===== src/rtl/tl_pkg.sv =====
// Shared lamp encodings, approach indices and the code-legality helper
// used by the traffic light monitor and its per-approach checkers.
package tl_pkg;

    localparam logic [2:0] RED = 3'b100;
    localparam logic [2:0] YEL = 3'b010;
    localparam logic [2:0] GRN = 3'b001;

    localparam int IDX_M1 = 0;
    localparam int IDX_S  = 1;
    localparam int IDX_MT = 2;
    localparam int IDX_M2 = 3;

    localparam int NUM_APPR = 4;

    function automatic logic is_legal(input logic [2:0] code);
        return (code == RED) || (code == YEL) || (code == GRN);
    endfunction

endpackage


===== src/rtl/traffic_light_monitor_if.sv =====
// Lamp bus between the traffic light controller (master) and anything
// that observes its four lamp outputs (slave).
interface traffic_light_monitor_if;

    logic [2:0] light_M1;
    logic [2:0] light_S;
    logic [2:0] light_MT;
    logic [2:0] light_M2;

    modport master (
        output light_M1,
        output light_S,
        output light_MT,
        output light_M2
    );

    modport slave (
        input light_M1,
        input light_S,
        input light_MT,
        input light_M2
    );

endinterface


===== src/rtl/tl_lamp_checker.sv =====
// Per-approach checker: tracks the last legal colour and how long it has
// been held, and emits single-cycle violation pulses for the current sample.
module tl_lamp_checker
    import tl_pkg::*;
#(
    parameter int YELLOW_CYC = 3,
    parameter int MIN_GREEN  = 5,
    parameter int DUR_W      = 8
) (
    input  logic       clk,
    input  logic       rst,
    input  logic [2:0] light,
    output logic       illegal,
    output logic       seq,
    output logic       timing,
    output logic       non_red
);

    localparam logic [DUR_W-1:0] YEL_LEN = DUR_W'(YELLOW_CYC);
    localparam logic [DUR_W-1:0] GRN_MIN = DUR_W'(MIN_GREEN);

    logic [2:0]       prev_q, prev_d;
    logic [DUR_W-1:0] dur_q, dur_d;
    logic             legal_code;
    logic             legal_step;

    always_ff @(posedge clk) begin
        if (!rst) begin
            prev_q <= RED;
            dur_q  <= '0;
        end else begin
            prev_q <= prev_d;
            dur_q  <= dur_d;
        end
    end

    always_comb begin
        prev_d     = prev_q;
        dur_d      = dur_q;
        illegal    = 1'b0;
        seq        = 1'b0;
        timing     = 1'b0;
        legal_code = is_legal(light);
        legal_step = ((prev_q == GRN) && (light == YEL)) ||
                     ((prev_q == YEL) && (light == RED)) ||
                     ((prev_q == RED) && (light == GRN));

        // An illegal code leaves history untouched so the next legal
        // colour is judged against the last legal one.
        if (!legal_code) begin
            illegal = 1'b1;
        end else if (light == prev_q) begin
            if (dur_q != '1) begin
                dur_d = dur_q + 1'b1;
            end
        end else begin
            seq = !legal_step;
            if ((prev_q == YEL) && (dur_q != YEL_LEN)) begin
                timing = 1'b1;
            end
            if ((prev_q == GRN) && (light == YEL) && (dur_q < GRN_MIN)) begin
                timing = 1'b1;
            end
            prev_d = light;
            dur_d  = DUR_W'(1);
        end

        non_red = legal_code && (light != RED);
    end

endmodule


===== src/rtl/traffic_light_monitor.sv =====
// Passive safety monitor on the four lamp buses: per-approach checks,
// cross-approach conflict detection, sticky flags and a saturating error count.
module traffic_light_monitor
    import tl_pkg::*;
#(
    parameter int YELLOW_CYC = 3,
    parameter int MIN_GREEN  = 5,
    parameter int DUR_W      = 8,
    parameter int CNT_W      = 16
) (
    input  logic                     clk,
    input  logic                     rst,
    input  logic                     clr_err,
    traffic_light_monitor_if.slave   lamp_bus,
    output logic [NUM_APPR-1:0]      err_illegal,
    output logic [NUM_APPR-1:0]      err_seq,
    output logic [NUM_APPR-1:0]      err_timing,
    output logic                     err_conflict,
    output logic                     err_any,
    output logic [CNT_W-1:0]         err_count
);

    logic [2:0]          lamp [NUM_APPR];
    logic [NUM_APPR-1:0] new_illegal, new_seq, new_timing, non_red;
    logic                new_conflict;
    logic                new_viol;

    logic [NUM_APPR-1:0] illegal_q, illegal_d;
    logic [NUM_APPR-1:0] seq_q, seq_d;
    logic [NUM_APPR-1:0] timing_q, timing_d;
    logic                conflict_q, conflict_d;
    logic                any_q, any_d;
    logic [CNT_W-1:0]    count_q, count_d;

    assign lamp[IDX_M1] = lamp_bus.light_M1;
    assign lamp[IDX_S]  = lamp_bus.light_S;
    assign lamp[IDX_MT] = lamp_bus.light_MT;
    assign lamp[IDX_M2] = lamp_bus.light_M2;

    for (genvar i = 0; i < NUM_APPR; i++) begin : g_appr
        tl_lamp_checker #(
            .YELLOW_CYC (YELLOW_CYC),
            .MIN_GREEN  (MIN_GREEN),
            .DUR_W      (DUR_W)
        ) u_chk (
            .clk     (clk),
            .rst     (rst),
            .light   (lamp[i]),
            .illegal (new_illegal[i]),
            .seq     (new_seq[i]),
            .timing  (new_timing[i]),
            .non_red (non_red[i])
        );
    end

    always_ff @(posedge clk) begin
        if (!rst) begin
            illegal_q  <= '0;
            seq_q      <= '0;
            timing_q   <= '0;
            conflict_q <= 1'b0;
            any_q      <= 1'b0;
            count_q    <= '0;
        end else begin
            illegal_q  <= illegal_d;
            seq_q      <= seq_d;
            timing_q   <= timing_d;
            conflict_q <= conflict_d;
            any_q      <= any_d;
            count_q    <= count_d;
        end
    end

    always_comb begin
        // M1 may run with M2 or MT; the side road must run alone and the
        // turn lane must not cross M2.
        new_conflict = (non_red[IDX_S] &&
                        (non_red[IDX_M1] || non_red[IDX_M2] || non_red[IDX_MT])) ||
                       (non_red[IDX_MT] && non_red[IDX_M2]);
        new_viol = (|new_illegal) || (|new_seq) || (|new_timing) || new_conflict;

        illegal_d  = illegal_q | new_illegal;
        seq_d      = seq_q | new_seq;
        timing_d   = timing_q | new_timing;
        conflict_d = conflict_q | new_conflict;
        count_d    = count_q;

        if (clr_err) begin
            illegal_d  = new_illegal;
            seq_d      = new_seq;
            timing_d   = new_timing;
            conflict_d = new_conflict;
            count_d    = new_viol ? CNT_W'(1) : '0;
        end else if (new_viol && (count_q != '1)) begin
            count_d = count_q + 1'b1;
        end

        any_d = (|illegal_d) || (|seq_d) || (|timing_d) || conflict_d;
    end

    assign err_illegal  = illegal_q;
    assign err_seq      = seq_q;
    assign err_timing   = timing_q;
    assign err_conflict = conflict_q;
    assign err_any      = any_q;
    assign err_count    = count_q;

endmodule


===== src/flat_wrapper.sv =====
// flat-port wrapper written by rule: the top's interface ports become plain ports
module traffic_light_monitor_flat import tl_pkg::*;
#(
    parameter int YELLOW_CYC = 3,
    parameter int MIN_GREEN  = 5,
    parameter int DUR_W      = 8,
    parameter int CNT_W      = 16
)
  (clk, rst, clr_err, err_illegal, err_seq, err_timing, err_conflict, err_any, err_count, lamp_bus_light_M1, lamp_bus_light_S, lamp_bus_light_MT, lamp_bus_light_M2);
  traffic_light_monitor_if lamp_bus_i ();
  input  logic clk;
  input  logic rst;
  input  logic clr_err;
  output logic [NUM_APPR-1:0] err_illegal;
  output logic [NUM_APPR-1:0] err_seq;
  output logic [NUM_APPR-1:0] err_timing;
  output logic err_conflict;
  output logic err_any;
  output logic [CNT_W-1:0] err_count;
  input wire logic [$bits(lamp_bus_i.light_M1)-1:0] lamp_bus_light_M1;
  input wire logic [$bits(lamp_bus_i.light_S)-1:0] lamp_bus_light_S;
  input wire logic [$bits(lamp_bus_i.light_MT)-1:0] lamp_bus_light_MT;
  input wire logic [$bits(lamp_bus_i.light_M2)-1:0] lamp_bus_light_M2;
  assign lamp_bus_i.light_M1 = lamp_bus_light_M1;
  assign lamp_bus_i.light_S = lamp_bus_light_S;
  assign lamp_bus_i.light_MT = lamp_bus_light_MT;
  assign lamp_bus_i.light_M2 = lamp_bus_light_M2;
  traffic_light_monitor #(.YELLOW_CYC(YELLOW_CYC), .MIN_GREEN(MIN_GREEN), .DUR_W(DUR_W), .CNT_W(CNT_W)) u_core (.clk(clk), .rst(rst), .clr_err(clr_err), .lamp_bus(lamp_bus_i), .err_illegal(err_illegal), .err_seq(err_seq), .err_timing(err_timing), .err_conflict(err_conflict), .err_any(err_any), .err_count(err_count));
endmodule

===== config.mk =====
export PLATFORM = sky130hd
export DESIGN_NAME = traffic_light_monitor_flat
export DESIGN_NICKNAME = d
export VERILOG_FILES = /design/src/rtl/tl_pkg.sv /design/src/rtl/traffic_light_monitor_if.sv /design/src/rtl/tl_lamp_checker.sv /design/src/rtl/traffic_light_monitor.sv /design/src/flat_wrapper.sv
export SDC_FILE = /design/constraint.sdc
export NUM_CORES = 1
export LEC_CHECK = 0
export BUFFER_PORTS_ARGS = -buffer_cell sky130_fd_sc_hd__buf_2
export CORE_ASPECT_RATIO = 0.75
export CORE_MARGIN = 2
export CORE_UTILIZATION = 55
export DETAILED_ROUTE_END_ITERATION = 16
export GPL_TIMING_DRIVEN = 1
export MAX_ROUTING_LAYER = met4
export PLACE_DENSITY = 0.75
export SLEW_MARGIN = 40
export SYNTH_ARGS = -nofsm -noshare
export SYNTH_HDL_FRONTEND = slang
export SYNTH_SLANG_ARGS = --single-unit

===== constraint.sdc =====
create_clock -name clk -period 6.9 [get_ports clk]
set_clock_uncertainty 0.15 [all_clocks]
set_input_delay 1.035 -clock clk [delete_from_list [all_inputs] [get_ports clk]]
set_output_delay 1.035 -clock clk [all_outputs]
set_load 0.05 [all_outputs]

==> results of run 1 <==
==> state kept, by name, indices dropped and copies added (netlist names) <==
register                    cells
u_core.g_appr.u_chk.dur_q      32
u_core.err_count               16
u_core.g_appr.u_chk.prev_q     12
u_core.err_illegal              4
u_core.err_seq                  4
u_core.err_timing               4
u_core.err_any                  1
u_core.err_conflict             1
==> kinds of logic after synthesis <==
family                   after synthesis
adder cells (fa/ha/maj)                9
AO/OA/AOI/OAI                        131
multiplexers                           5
buffers and inverters                 57
AND/OR/NAND/NOR                      227
XOR/XNOR                              45
flip-flops                            74
==> worst reg2reg max path, stage by stage (launching register included) <==
cell	delay [ns]
sky130_fd_sc_hd__dfxtp_1	0.33
sky130_fd_sc_hd__inv_1	0.09
sky130_fd_sc_hd__ha_1	0.15
sky130_fd_sc_hd__inv_1	0.04
sky130_fd_sc_hd__a2111oi_0	0.43
sky130_fd_sc_hd__a31oi_1	0.14
sky130_fd_sc_hd__nor3_1	0.29
sky130_fd_sc_hd__nor2_1	0.16
sky130_fd_sc_hd__a31o_1	0.29
sky130_fd_sc_hd__or4_1	0.47
sky130_fd_sc_hd__a21oi_1	0.16
==> worst max-delay path by stage <==
stage	from	end	slack [ns]	cells after the start
2_1_floorplan	lamp_bus_light_M1[2]	u_core.err_count[15]	3.74	9
3_3_place_gp	lamp_bus_light_M2[1]	u_core.err_count[8]	3.56	10
3_5_place_dp	lamp_bus_light_S[1]	u_core.err_count[8]	3.40	10
4_1_cts	lamp_bus_light_S[1]	u_core.err_count[8]	3.80	10
5_1_grt	lamp_bus_light_S[0]	u_core.err_count[15]	3.62	9
6_report	lamp_bus_light_S[0]	u_core.err_count[15]	3.76	9
==> layout by cell type (no fill, tap or decap), drive strengths merged, types with 8 or more instances in the layout <==
cell,n
nand3,11
clkbuf,12
nand4,20
nor4b,8
and3,14
o21ai,25
nand2,49
a21oi,30
buf,45
nor2,61
and2,8
a31o,11
xnor2,24
nor2b,14
xor2,21
dfxtp,74
inv,26
nor3,10
a21boi,14
ha,9
==> power by group <==
group	leakage, uW	internal [uW]	switching (uW)
clock	0.0000762	128	163
combinational	0.00116	51.0	97.6
sequential	0.000602	441	18.8
==> metrics by stage <==
| step | cell area (sq um) | worst slack (ns) | instances | total power, uW |
|---|---|---|---|---|
| final | 4697 | 3.764 | 678 | 898.8 |
| after global routing | 4697 | 3.623 | 678 | 939.8 |
| after CTS | 4695 | 3.798 | 678 | 901.8 |
| after detailed placement | 4542 | 3.403 | 663 | 615.1 |
| after global placement | 4542 | 3.564 | 663 | 610.2 |
| after floorplan | 4318 | 3.743 | 548 | 579.5 |
==> cell type report <==
cell class / instances / area share [%]
multi-input cells: 417 / 55.59
well taps: 101 / 2.690
repair buffers: 45 / 4.848
flip-flops and latches: 74 / 31.54
clock buffers: 12 / 2.877
clock inverters: 3 / 0.3729
inverters: 26 / 2.078
==> routing by layer <==
layer,GRT usage (%),wire [um]
met5,-,0
met4,7.632,133
met3,6.822,726
met2,40.51,4699
met1,34.93,5007
==> run_summary.xml, run 1 <==
<?xml version="1.0" encoding="UTF-8"?>
<metrics>
  <group name="synth">
    <metric name="post_synth_fa_ha_maj_area_fraction" unit="%">2.608</metric>
    <metric name="synth-compound-area-share" unit="%">20.37</metric>
    <metric name="yosysMostFrequentCell" unit="">sky130_fd_sc_hd__dfxtp_1</metric>
    <metric name="ys_seq_area_share" unit="%">34.31</metric>
    <metric name="synthesis.area_per_instance" unit="sq um">7.879</metric>
    <metric name="unique_cell_type_count_in_the_yosys_netlist" unit="">56</metric>
    <metric name="ys_top_cells_by_area" unit="">sky130_fd_sc_hd__dfxtp_1 34%, sky130_fd_sc_hd__nor2_1 5.2%, sky130_fd_sc_hd__xnor2_1 4.9%</metric>
    <metric name="synth-main-ff-cell" unit="">sky130_fd_sc_hd__dfxtp_1</metric>
    <metric name="synth_warnings" unit="">0</metric>
    <metric name="synthesized_net_count" unit="">572</metric>
    <metric name="post_synth_instance_area" unit="sq um">4318</metric>
    <metric name="synth_enable_flop_cells" unit="">0</metric>
    <metric name="synthCells" unit="">548</metric>
    <metric name="synth.cells.most_frequent" unit="">74 x sky130_fd_sc_hd__dfxtp_1, 60 x sky130_fd_sc_hd__nor2_1, 49 x sky130_fd_sc_hd__nand2_1</metric>
    <metric name="synth.area.mux_share" unit="%">1.159</metric>
    <metric name="ys_ff_latch" unit="">74</metric>
    <metric name="synth_top_area_cell" unit="">sky130_fd_sc_hd__dfxtp_1</metric>
    <metric name="yosys.area_share.xor_xnor" unit="%">9.128</metric>
    <metric name="post-synth-top-area-fraction" unit="%">34.31</metric>
    <metric name="ys_async_sr_fraction" unit="%">0</metric>
    <metric name="yosys.area_share.simple" unit="%">27.15</metric>
    <metric name="synth_top_family_by_area" unit="">simple AND/OR/NAND/NOR gates</metric>
  </group>
  <group name="detailed_routing">
    <metric name="route.vias.total" unit="">4054</metric>
    <metric name="drtIter0Drc" unit="">226</metric>
    <metric name="routed_wirelength" unit="um">10570</metric>
    <metric name="number_of_detailed_routing_iterations_run_before_antenna_repair" unit="">5</metric>
    <metric name="antenna_left" unit="">0</metric>
    <metric name="drc" unit="">0</metric>
    <metric name="via_per_inst" unit="">5.979</metric>
    <metric name="routedWlPerCell" unit="um">15.59</metric>
  </group>
  <group name="clock_network">
    <metric name="cts_max_path_buffers" unit="">2</metric>
    <metric name="tritoncts" unit="">done</metric>
    <metric name="cts_buffers" unit="">9</metric>
    <metric name="post_cts_resized" unit="">0</metric>
    <metric name="clkLatencyLatePin" unit="ns">0.36</metric>
    <metric name="cts.htree.levels" unit="">3</metric>
    <metric name="clock-root-buffer" unit="">sky130_fd_sc_hd__clkbuf_8</metric>
    <metric name="tritoncts_num_sinks" unit="">74</metric>
    <metric name="cts.repair_timing.setup_buffer_count" unit="">0</metric>
    <metric name="cts_hold_repair.buffers" unit="">0</metric>
    <metric name="cts.reportedPaths.clkPinSlew" unit="ns">0.08</metric>
  </group>
  <group name="pwr">
    <metric name="leakage" unit="uW">0.001839</metric>
    <metric name="max-vdd-ir-drop" unit="V">0.0001949</metric>
    <metric name="p_per_area" unit="nW/um^2">191.4</metric>
  </group>
  <group name="floorplanning">
    <metric name="core_area" unit="sq um">7466</metric>
    <metric name="start_util" unit="%">57.83</metric>
    <metric name="die_x_extent" unit="um">106.3</metric>
    <metric name="die_area" unit="sq um">8583</metric>
    <metric name="placement_rows" unit="">27</metric>
    <metric name="fp.dieH" unit="um">80.74</metric>
    <metric name="ios" unit="">45</metric>
  </group>
  <group name="finish">
    <metric name="drive_above_1_share" unit="%">13.34</metric>
    <metric name="final.fill_count" unit="">669</metric>
    <metric name="multiInputGateArea" unit="sq um">2611</metric>
    <metric name="area.growth.synth_to_final" unit="%">8.780</metric>
    <metric name="ff_latch_area" unit="sq um">1481</metric>
    <metric name="n_antenna_cell" unit="">0</metric>
    <metric name="core_util_final" unit="%">62.91</metric>
    <metric name="nets" unit="">597</metric>
  </group>
  <group name="setup_path">
    <metric name="data_arrival_critical_path" unit="ns">3.28</metric>
    <metric name="cp_top_family" unit="">simple AND/OR/NAND/NOR gates</metric>
    <metric name="critical_path_peak_fanout" unit="">16</metric>
    <metric name="cp_cell_sequence" unit="">buf_2, nor4b_1, a31oi_1, o2111ai_1, nor3_1, nor2_1, a31o_1, or4_1, a21oi_1</metric>
    <metric name="timing_worst_setup_path_type" unit="">in2reg</metric>
    <metric name="timing.critical_path.to_type" unit="">flop</metric>
    <metric name="cp_slowest_stage_delay" unit="ns">0.47</metric>
    <metric name="worst-r2r-setup-slack" unit="ns">4.13</metric>
    <metric name="reg2regPathDepth" unit="">10</metric>
    <metric name="crit_path_start_kind" unit="">primary input</metric>
    <metric name="regToRegStartpoint" unit="">u_core.g_appr[1].u_chk.dur_q[0]</metric>
    <metric name="crit-reg2reg-capture" unit="">u_core.err_count[15]</metric>
    <metric name="cp_num_buf_inv" unit="">1</metric>
    <metric name="crit_required" unit="ns">7.04</metric>
    <metric name="crit_path_top_delay_cell" unit="">sky130_fd_sc_hd__or4_1</metric>
  </group>
  <group name="timing">
    <metric name="setup_viol" unit="">0</metric>
    <metric name="final-max-slew-violation-count" unit="">0</metric>
    <metric name="finalHoldWorstSlack" unit="ns">0.3407</metric>
    <metric name="hold_viol_final" unit="">0</metric>
    <metric name="fin_setup_tns" unit="ns">0</metric>
    <metric name="final.min_clock_period" unit="ns">3.136</metric>
    <metric name="max_slew_margin" unit="%">55.50</metric>
    <metric name="finalCritPeriodShare" unit="%">45.45</metric>
    <metric name="worst_pin_slew" unit="ns">0.6675</metric>
    <metric name="rsz_0062_raised_after_global_routing" unit="">false</metric>
    <metric name="fmax" unit="MHz">318.9</metric>
  </group>
  <group name="placed_design">
    <metric name="port-buffer-count" unit="">44</metric>
    <metric name="dp.final_hpwl" unit="um">7584</metric>
    <metric name="routability_congestion" unit="">0.8511</metric>
  </group>
  <group name="hold_path">
    <metric name="hold_end" unit="">u_core.err_count[8]</metric>
    <metric name="source_of_the_worst_hold_timing_path" unit="">u_core.err_count[8]</metric>
    <metric name="holdPathStages" unit="">2</metric>
    <metric name="timing.hold.worst.class" unit="">reg2reg</metric>
  </group>
  <group name="global_route">
    <metric name="grt_max_degree" unit="">41</metric>
    <metric name="globalRouteTotalUtil" unit="%">26.51</metric>
    <metric name="number_of_antenna_violations_at_the_first_check_in_global_routing" unit="">0</metric>
    <metric name="grt_pass1_wl" unit="um">17590</metric>
    <metric name="overflow" unit="">0</metric>
    <metric name="first_global_vias" unit="">3665</metric>
  </group>
  <group name="outcome">
    <metric name="run_status" unit="">completed</metric>
  </group>
  <group name="flow_run">
    <metric name="maxCapViolations" unit="">0</metric>
  </group>
</metrics>
Note: power is estimated with default switching activity, not from simulation.
==> run 2: changes to the inputs <==
- clock period: 6.9 -> 3 ns (I/O delays scaled with it)
==> run 2 against run 1 <==
  * Worst hold slack worse by 0.013 ns
  * Sequential cell count did not move
  * First-iteration DRC count is 9.3% higher
  * Critical path type is now reg2reg
==> run_summary.xml, run 2 (same netlist as run 1, synthesis figures left out) <==
<?xml version="1.0" encoding="UTF-8"?>
<metrics>
  <group name="floorplanning">
    <metric name="die_x_extent" unit="um">106.3</metric>
    <metric name="fp.dieH" unit="um">80.74</metric>
    <metric name="ios" unit="">45</metric>
    <metric name="start_util" unit="%">57.83</metric>
    <metric name="placement_rows" unit="">27</metric>
    <metric name="core_area" unit="sq um">7466</metric>
    <metric name="die_area" unit="sq um">8583</metric>
  </group>
  <group name="detailed_routing">
    <metric name="drtIter0Drc" unit="">247</metric>
    <metric name="antenna_left" unit="">0</metric>
    <metric name="number_of_detailed_routing_iterations_run_before_antenna_repair" unit="">7</metric>
    <metric name="routed_wirelength" unit="um">10300</metric>
    <metric name="via_per_inst" unit="">5.878</metric>
    <metric name="routedWlPerCell" unit="um">15.12</metric>
    <metric name="drc" unit="">0</metric>
    <metric name="route.vias.total" unit="">4003</metric>
  </group>
  <group name="clock_network">
    <metric name="tritoncts" unit="">done</metric>
    <metric name="tritoncts_num_sinks" unit="">74</metric>
    <metric name="clkLatencyLatePin" unit="ns">0.35</metric>
    <metric name="cts.repair_timing.setup_buffer_count" unit="">0</metric>
    <metric name="cts_hold_repair.buffers" unit="">0</metric>
    <metric name="post_cts_resized" unit="">0</metric>
    <metric name="clock-root-buffer" unit="">sky130_fd_sc_hd__clkbuf_8</metric>
    <metric name="cts_max_path_buffers" unit="">2</metric>
    <metric name="cts.reportedPaths.clkPinSlew" unit="ns">0.08</metric>
    <metric name="cts_buffers" unit="">9</metric>
    <metric name="cts.htree.levels" unit="">3</metric>
  </group>
  <group name="finish">
    <metric name="n_antenna_cell" unit="">0</metric>
    <metric name="area.growth.synth_to_final" unit="%">10.34</metric>
    <metric name="ff_latch_area" unit="sq um">1481</metric>
    <metric name="layout.cells.most_common" unit="">sky130_fd_sc_hd__dfxtp_1</metric>
    <metric name="largest_register_ffs" unit="">32</metric>
    <metric name="largest_register" unit="">u_core.g_appr.u_chk.dur_q</metric>
    <metric name="layout.cells.most_common_list" unit="">74 x sky130_fd_sc_hd__dfxtp_1, 60 x sky130_fd_sc_hd__nor2_1, 49 x sky130_fd_sc_hd__nand2_1</metric>
    <metric name="multiInputGateArea" unit="sq um">2611</metric>
    <metric name="final_design_area_no_fill" unit="sq um">4765</metric>
    <metric name="nets" unit="">599</metric>
    <metric name="final.fill_count" unit="">670</metric>
    <metric name="drive_above_1_share" unit="%">14.14</metric>
  </group>
  <group name="pwr">
    <metric name="seqPwrFrac" unit="%">48.3</metric>
    <metric name="power.share.switching" unit="%">28.74</metric>
    <metric name="netsw" unit="uW">629.9</metric>
    <metric name="leakage" unit="uW">0.001871</metric>
    <metric name="comb_power_share" unit="%">15.6</metric>
    <metric name="internal-power" unit="uW">1562</metric>
    <metric name="p_per_area" unit="nW/um^2">460.0</metric>
    <metric name="max-vdd-ir-drop" unit="V">0.0002982</metric>
    <metric name="power.clock.fraction" unit="%">36.1</metric>
  </group>
  <group name="placed_design">
    <metric name="routability_congestion" unit="">0.9495</metric>
    <metric name="port-buffer-count" unit="">44</metric>
    <metric name="dpl_worst_slack" unit="ns">0.1875</metric>
    <metric name="placedInstanceArea" unit="sq um">4557</metric>
    <metric name="dp.final_hpwl" unit="um">7388</metric>
  </group>
  <group name="timing">
    <metric name="fin_setup_tns" unit="ns">0</metric>
    <metric name="final.min_clock_period" unit="ns">2.785</metric>
    <metric name="rsz_0062_raised_after_global_routing" unit="">false</metric>
    <metric name="setup_viol" unit="">0</metric>
    <metric name="max_slew_margin" unit="%">67.61</metric>
    <metric name="fmax" unit="MHz">359.1</metric>
    <metric name="finalCritPeriodShare" unit="%">92.82</metric>
    <metric name="worst_pin_slew" unit="ns">0.4837</metric>
    <metric name="hold_viol_final" unit="">0</metric>
    <metric name="worst_setup_slack_after_layout" unit="ns">0.2154</metric>
    <metric name="final-max-slew-violation-count" unit="">0</metric>
  </group>
  <group name="global_route">
    <metric name="first_global_vias" unit="">3739</metric>
    <metric name="number_of_antenna_violations_at_the_first_check_in_global_routing" unit="">0</metric>
    <metric name="globalRouteTotalUtil" unit="%">26.23</metric>
    <metric name="overflow" unit="">0</metric>
    <metric name="grt_max_degree" unit="">40</metric>
    <metric name="grt_pass1_wl" unit="um">17460</metric>
  </group>
  <group name="setup_path">
    <metric name="crit_path_top_delay_cell" unit="">sky130_fd_sc_hd__or4_1</metric>
    <metric name="cp_cell_sequence" unit="">inv_1, ha_1, inv_1, a2111oi_0, a31oi_1, nor3_1, nor2_1, a31o_1, or4_1, a21oi_1</metric>
    <metric name="crit_path_start_kind" unit="">flop</metric>
    <metric name="cp_slowest_stage_delay" unit="ns">0.47</metric>
    <metric name="crit_path_start" unit="">u_core.g_appr[1].u_chk.dur_q[0]</metric>
    <metric name="critical_path_peak_fanout" unit="">4</metric>
    <metric name="data_arrival_critical_path" unit="ns">2.91</metric>
    <metric name="regToRegStartpoint" unit="">u_core.g_appr[1].u_chk.dur_q[0]</metric>
    <metric name="crit_required" unit="ns">3.13</metric>
    <metric name="timing_worst_setup_path_type" unit="">reg2reg</metric>
    <metric name="most_used_cell_along_the_critical_path" unit="">sky130_fd_sc_hd__inv_1</metric>
    <metric name="timing.critical_path.to_type" unit="">flop</metric>
  </group>
  <group name="hold_path">
    <metric name="source_of_the_worst_hold_timing_path" unit="">lamp_bus_light_M2[0]</metric>
    <metric name="timing.hold.worst.class" unit="">in2reg</metric>
  </group>
  <group name="flow_run">
    <metric name="maxCapViolations" unit="">0</metric>
  </group>
  <group name="outcome">
    <metric name="run_status" unit="">completed</metric>
  </group>
</metrics>
==> run 2: cell count changes in the layout (fill, tap and decap cells not counted), sizes merged <==
| cell | change |
|---|---|
| buf | +2 |
| bufinv | +1 |
| clkinvlp | +1 |
| clkinv | -1 |
==> run 2: cell type report <==
type                       count  share of cell area (%)
clock buffer                  12                   3.256
inverter                      26                   2.048
tap                          101                   2.652
sequential                    74                   31.09
multi-input combinational    417                   54.81
timing repair buffer          47                   5.095
clock inverter                 4                   1.050
==> run 2: metal layers <==
layer  wire length (um)  GRT usage, %
met4                138         9.605
met5                  0             -
met2               4465         38.97
met3                516         7.063
met1               5176         34.47
==> run 2: worst max-delay path: cells and delay by family, from the launching register on <==
kind | cells | cell delay, ns
compound gates | 4 | 1.01
fa+ha+maj | 1 | 0.15
buf+inv | 2 | 0.14
flops | 1 | 0.33
simple gates | 3 | 0.92
==> run 2: worst paths after layout <==
kind                                            to  slack (ns)  depth (start not counted)
setup / recovery              u_core.err_count[15]        0.22                         10
hold reg to reg                u_core.err_count[8]        0.35                          2
setup reg to reg              u_core.err_count[15]        0.22                         10
hold / removal    u_core.g_appr[3].u_chk.prev_q[0]        0.33                          3
==> run 2: through the flow <==
| step | instances | util [%] | power, uW | hold WS, ns |
|---|---|---|---|---|
| 2_1_floorplan | 548 | - | 1333 | 0.3169 |
| 3_3_place_gp | 665 | 61.04 | 1406 | 0.3177 |
| 3_5_place_dp | 665 | 61.04 | 1415 | 0.3228 |
| 4_1_cts | 681 | 63.78 | 2205 | 0.3094 |
| 5_1_grt | 681 | 63.82 | 2295 | 0.3235 |
| 6_report | 681 | 63.82 | 2192 | 0.3281 |
==> run 2: power by group through the flow <==
stage                     clock network [uW]  registers, uW  logic, uW
after global placement                     0           1080        329
after CTS                                808           1060        340
final                                    791           1060        343
after floorplan                            0           1110        227
after detailed placement                   0           1080        337
after global routing                     853           1060        379
